**src/rtl/ccff_bitstream_loader.sv**
```systemverilog
// ccff_bitstream_loader
// Writer end of the configuration chain. It accepts configuration words on a
// valid/ready stream and shifts them MSB-first into the head of a CHAIN_LEN-flop
// chain. ccff_shift_en is high only on cycles that carry a real bit, so a stalled
// stream never clocks junk into the chain.
// Optional feature macro: CCFF_READBACK_EN. It adds capture of the old chain
// contents from ccff_tail and outputs them as rb_data/rb_valid.
//
// state  | meaning
// S_IDLE | waiting for start
// S_LOAD | cfg_ready high, waiting for a word
// S_SHIFT| one chain bit per cycle from shreg
// S_DONE | one-cycle done pulse, back to idle

module ccff_bitstream_loader #(
   parameter int CHAIN_LEN = 50,
   parameter int WORD_W    = 8,
   parameter int CNT_W     = 16
) (
   input  logic              prog_clk,
   input  logic              prog_reset,
   input  logic              start,
   input  logic [WORD_W-1:0] cfg_data,
   input  logic              cfg_valid,
   output logic              cfg_ready,
   output logic              ccff_head,
   output logic              ccff_shift_en,
   input  logic              ccff_tail,
   output logic              busy,
   output logic              done
`ifdef CCFF_READBACK_EN
   ,
   output logic [WORD_W-1:0] rb_data,
   output logic              rb_valid
`endif
);

   typedef enum logic [1:0] {
      S_IDLE  = 2'd0,
      S_LOAD  = 2'd1,
      S_SHIFT = 2'd2,
      S_DONE  = 2'd3
   } state_t;

   localparam logic [CNT_W-1:0] CHAIN_LEN_C = CNT_W'(CHAIN_LEN);
   localparam logic [CNT_W-1:0] WORD_C      = CNT_W'(WORD_W);
   localparam logic [CNT_W-1:0] ONE_C       = CNT_W'(1);

   state_t            state_q, state_d;
   logic [CNT_W-1:0]  bit_cnt_q, bit_cnt_d;
   logic [WORD_W-1:0] shreg_q, shreg_d;
   logic [CNT_W-1:0]  shreg_left_q, shreg_left_d;
   logic [CNT_W-1:0]  remaining;
   logic              last_bit;

   // Bits still owed to the chain; limits the final word to the chain tail.
   assign remaining = CHAIN_LEN_C - bit_cnt_q;
   assign last_bit  = ((bit_cnt_q + ONE_C) == CHAIN_LEN_C);

   // State and datapath registers.
   always_ff @(posedge prog_clk or posedge prog_reset) begin
      if (prog_reset) begin
         state_q      <= S_IDLE;
         bit_cnt_q    <= '0;
         shreg_q      <= '0;
         shreg_left_q <= '0;
      end else begin
         state_q      <= state_d;
         bit_cnt_q    <= bit_cnt_d;
         shreg_q      <= shreg_d;
         shreg_left_q <= shreg_left_d;
      end
   end

   // Next-state, shift datapath and outputs decoded from the current state.
   always_comb begin
      state_d       = state_q;
      bit_cnt_d     = bit_cnt_q;
      shreg_d       = shreg_q;
      shreg_left_d  = shreg_left_q;
      cfg_ready     = 1'b0;
      ccff_shift_en = 1'b0;
      busy          = 1'b0;
      done          = 1'b0;
      case (state_q)
         S_IDLE: begin
            if (start) begin
               state_d   = S_LOAD;
               bit_cnt_d = '0;
            end
         end
         S_LOAD: begin
            busy      = 1'b1;
            cfg_ready = 1'b1;
            if (cfg_valid) begin
               shreg_d      = cfg_data;
               shreg_left_d = (remaining < WORD_C) ? remaining : WORD_C;
               state_d      = S_SHIFT;
            end
         end
         S_SHIFT: begin
            busy          = 1'b1;
            ccff_shift_en = 1'b1;
            shreg_d       = shreg_q << 1;
            shreg_left_d  = shreg_left_q - ONE_C;
            bit_cnt_d     = bit_cnt_q + ONE_C;
            if (shreg_left_q == ONE_C) begin
               state_d = last_bit ? S_DONE : S_LOAD;
            end
         end
         S_DONE: begin
            done    = 1'b1;
            state_d = S_IDLE;
         end
         default: state_d = S_IDLE;
      endcase
   end

   // Head bit is forced low whenever the chain is not being clocked.
   assign ccff_head = ccff_shift_en & shreg_q[WORD_W-1];

`ifdef CCFF_READBACK_EN
   localparam int RB_CW = $clog2(WORD_W) + 1;
   localparam logic [RB_CW-1:0] RB_WORD_C = RB_CW'(WORD_W);
   localparam logic [RB_CW-1:0] RB_ONE_C  = RB_CW'(1);

   logic [WORD_W-1:0] rb_shreg_q, rb_shreg_d;
   logic [RB_CW-1:0]  rb_cnt_q, rb_cnt_d;
   logic [WORD_W-1:0] rb_data_q, rb_data_d;
   logic              rb_valid_q, rb_valid_d;
   logic [WORD_W-1:0] rb_new;
   logic [RB_CW-1:0]  rb_cnt_new;

   assign rb_new     = {rb_shreg_q[WORD_W-2:0], ccff_tail};
   assign rb_cnt_new = rb_cnt_q + RB_ONE_C;

   // Readback capture registers.
   always_ff @(posedge prog_clk or posedge prog_reset) begin
      if (prog_reset) begin
         rb_shreg_q <= '0;
         rb_cnt_q   <= '0;
         rb_data_q  <= '0;
         rb_valid_q <= 1'b0;
      end else begin
         rb_shreg_q <= rb_shreg_d;
         rb_cnt_q   <= rb_cnt_d;
         rb_data_q  <= rb_data_d;
         rb_valid_q <= rb_valid_d;
      end
   end

   // Collect the tail bit on every chain clock; emit full words, and a
   // left-aligned partial word on the final bit of the load.
   always_comb begin
      rb_shreg_d = rb_shreg_q;
      rb_cnt_d   = rb_cnt_q;
      rb_data_d  = rb_data_q;
      rb_valid_d = 1'b0;
      if (state_q == S_IDLE && start) begin
         rb_shreg_d = '0;
         rb_cnt_d   = '0;
      end else if (ccff_shift_en) begin
         rb_shreg_d = rb_new;
         if (rb_cnt_new == RB_WORD_C) begin
            rb_valid_d = 1'b1;
            rb_data_d  = rb_new;
            rb_cnt_d   = '0;
         end else if (last_bit) begin
            rb_valid_d = 1'b1;
            rb_data_d  = rb_new << (RB_WORD_C - rb_cnt_new);
            rb_cnt_d   = '0;
         end else begin
            rb_cnt_d = rb_cnt_new;
         end
      end
   end

   assign rb_data  = rb_data_q;
   assign rb_valid = rb_valid_q;
`else
   logic unused_tail;
   assign unused_tail = ccff_tail;
`endif

endmodule

```
**config.mk**
```make
export PLATFORM = sky130hd
export DESIGN_NAME = ccff_bitstream_loader
export DESIGN_NICKNAME = d
export VERILOG_FILES = /design/src/rtl/ccff_bitstream_loader.sv
export SDC_FILE = /design/constraint.sdc
export NUM_CORES = 1
export LEC_CHECK = 0
export ABC_AREA = 1
export CORE_ASPECT_RATIO = 0.75
export CORE_MARGIN = 5
export CORE_UTILIZATION = 35
export CTS_BUF_LIST = sky130_fd_sc_hd__clkbuf_4
export DETAILED_ROUTE_END_ITERATION = 7
export SLEW_MARGIN = 20
export SYNTH_ARGS = -nofsm -noshare
export SYNTH_HDL_FRONTEND = slang
export SYNTH_SLANG_ARGS = --single-unit
```
**constraint.sdc**
```tcl
create_clock -name prog_clk -period 2.35 [get_ports prog_clk]
set_input_delay 0.47 -clock prog_clk [delete_from_list [all_inputs] [get_ports prog_clk]]
set_output_delay 0.47 -clock prog_clk [all_outputs]
set_load 0.1 [all_outputs]
```
==> results.json <==
{
  "outcome": "completed",
  "power_leakage_uw": 0.001695,
  "final_max_slew_viol_count": 0,
  "seq_power_share_pct": 39.9,
  "drc": 0,
  "synth-simple-area-share_pct": 38.71,
  "use_met2_pct": 20.39,
  "power_density_mw_per_mm2": 764.2,
  "synthesis.area_mm2": 0.003042,
  "core_mm2": 0.008454,
  "avgSynthCellArea_um2": 6.714,
  "clkLatencyLatePin_ns": 0.35,
  "yosysWarningCount": 0,
  "setup_violations": 0,
  "path_clk_slew_ns": 0.13,
  "clock_skew_ns": 0.01047,
  "num_io_pins": 18,
  "synth-xor-area-share_pct": 1.399,
  "syn_inst": 453,
  "cts_tree": "yes",
  "use_met3_pct": 2.192,
  "synthMuxAreaShare_pct": 0,
  "synth_compound_area_share_pct": 12.92,
  "ff2ff_setup_slack_ns": 0.37,
  "synthTopCellsByCount": "nand2_1 (120), nor2_1 (64), inv_1 (52)",
  "cts-root-buf": "clkbuf_4",
  "yosysSeqAreaShare_pct": 34.55,
  "arrival_ns": 1.68,
  "netlist.area_leader.share_pct": 34.55,
  "seqCellArea_mm2": 0.001051,
  "p_int_uw": 1326,
  "final_nets": 496,
  "finalCritPeriodShare_pct": 91.45,
  "synthFlopType": "dfrtp_1",
  "std_cell_rows": 29,
  "max_cap_violations": 0,
  "ir_worst_vdd_uv": 298.0,
  "switching_power_uw": 1337,
  "initialDrtViolationCount": 269,
  "port-buffer-count": 16,
  "first_pass_iters": 5,
  "drive_gt1_share_pct": 12.82,
  "yosysMostFrequentCell": "nand2_1",
  "grtUsageMet1_pct": 22.50,
  "finalHoldViolations": 0,
  "netSwitchingFraction_pct": 50.19,
  "postCtsResizedCells": 0,
  "cp.required_ns": 1.88,
  "rsz0062_at_grt": "false",
  "track_usage_pct": 14.39,
  "worst_pin_slew_ns": 0.6838,
  "fmax_mhz": 465.3,
  "n_antenna_cell": 0,
  "synth_top_family_by_area": "simple AND/OR/NAND/NOR gates",
  "die_w_um": 117.6,
  "grt-busiest-layer": "met1",
  "via_per_inst": 4.995,
  "clock_path_buffers": 2,
  "dieArea_mm2": 0.01067,
  "total_power_uw": 2663,
  "clockPowerShare_pct": 13.4,
  "fin_crit_ns": 2.149,
  "synth_area_leaders": "dfrtp_1 (35%), nand2_1 (15%), nor2_1 (7.9%)",
  "hpwl_mm": 5.912,
  "ys_types": 37,
  "antenna_found_initial": 0,
  "endpoint_kind": "output pin",
  "async_reset_ff_share_pct": 100.0,
  "finalWirelength_mm": 7.653,
  "grt_pass1_vias": 2730,
  "combPwrFrac_pct": 46.7,
  "gp_congestion": 0.8395,
  "hold_path_class": "input port to async pin",
  "yosys.area_share.adder_pct": 3.291,
  "grt_max_degree": 43,
  "place_area_mm2": 0.003421,
  "grt_remaining_overflow": 0,
  "cts_hold_buf": 0,
  "grt_pass1_wl_mm": 12.99,
  "final_area_mm2": 0.003485,
  "fin_setup_tns_ns": 0,
  "ys_seq_elements": 42,
  "max_slew_margin_pct": 54.36,
  "nFillCells": 881,
  "numCtsBuffers": 5,
  "cts_num_sinks": 42,
  "wl_per_cell_um": 13.10,
  "yosysTopAreaCell": "dfrtp_1",
  "antenna_left": 0,
  "cts_htree_levels": 2,
  "syn2layout_area_growth_pct": 14.56,
  "initial_core_util_pct": 35.98,
  "die_h_um": 90.74,
  "cp-start-kind": "flop",
  "synthesis.nets": 474,
  "synth_edf_count": 0,
  "dr_total_vias": 2917,
  "path_max_fanout": 10,
  "worstSetupPathType": "flop to output pin",
  "multi_input_area_mm2": 0.001730
}
what timing repair did:
action | 4_1_cts | 5_1_grt
endpoints found under the setup margin | 0 | 1
hold endpoints to repair | 0 | 0
buffers inserted | 0 | 1
area by class of cell:
cell class | instances | area share (%)
Multi-Input combinational cell | 339 | 49.66
Clock inverter | 3 | 0.4668
Sequential cell | 42 | 30.16
Clock buffer | 5 | 1.077
Tap cell | 108 | 3.878
Timing Repair Buffer | 24 | 7.756
Inverter | 63 | 7.002
cell families (layout without fill, tap and decap cells):
| logic type | Yosys count | in the layout |
|---|---|---|
| adder cells (fa/ha/maj) | 8 | 8 |
| XOR/XNOR | 4 | 4 |
| buffers and inverters | 72 | 95 |
| AND/OR/NAND/NOR | 258 | 258 |
| flip-flops | 42 | 42 |
| AO/OA/AOI/OAI | 69 | 69 |
stage by stage:
step                      std cells  setup slack [ns]  hold WS [ns]  util [%]
after floorplan                 453           0.01486        0.4530         -
after global placement          575            0.1421        0.4686     40.46
after detailed placement        575           0.07316        0.4878     40.46
after CTS                       583           0.05678        0.4499     41.10
after global routing            584           0.08722        0.4694     41.22
final                           584            0.2010        0.4487     41.22
worst paths after layout:
kind	startpoint	endpoint	cells after the start
worst max-delay path	state_q[0]	ccff_head	6
max in group asynchronous	prog_reset	bit_cnt_q[0]	3
worst max register to register	state_q[1]	shreg_left_q[5]	8
min in group prog_clk	shreg_left_q[13]	shreg_left_q[13]	1
worst min-delay path	prog_reset	shreg_left_q[1]	3
worst min register to register	shreg_left_q[13]	shreg_left_q[13]	1
worst max-delay path, stage by stage (launching register included):
cell and delay [ns]:
dfrtp_1 0.44, inv_1 0.15, ha_4 0.18, buf_4 0.20
nand2_1 0.11, clkinvlp_4 0.09, buf_12 0.16
state kept, by name, summed over array words and instances (netlist names):
| signal | flops |
|---|---|
| bit_cnt_q | 16 |
| shreg_left_q | 16 |
| shreg_q | 8 |
| state_q | 2 |
routing by layer:
layer | vias up | part of all wire (%)
li1 | 1513 | -
met5 | - | 0
met2 | 81 | 40
met4 | 0 | 0.88
met1 | 1318 | 52
met3 | 5 | 6.7
placed cells by master (no fill, tap or decap), drive strengths merged:
master	n
buf	13
nand3	40
nor3	2
a21oi	17
a22o	1
or2	1
nand4	12
xor2	4
nor4	2
o21ai	29
o22ai	10
clkinv	6
inv	58
ha	8
nand2	127
clkdlybuf4s50	11
clkinvlp	2
o21a	1
a31oi	9
o211ai	1
dfrtp	42
nor2	74
clkbuf	5
a311oi	1
power groups by stage:
stage	Sequential, uW	Combinational (uW)	Clock (uW)
detailed placement	1070	1230	0
finish	1060	1240	358
CTS	1050	1230	370
floorplan	988	998	0
global placement	1070	1210	0
global route	1080	1410	400
Power figures use the tool's default switching activity.
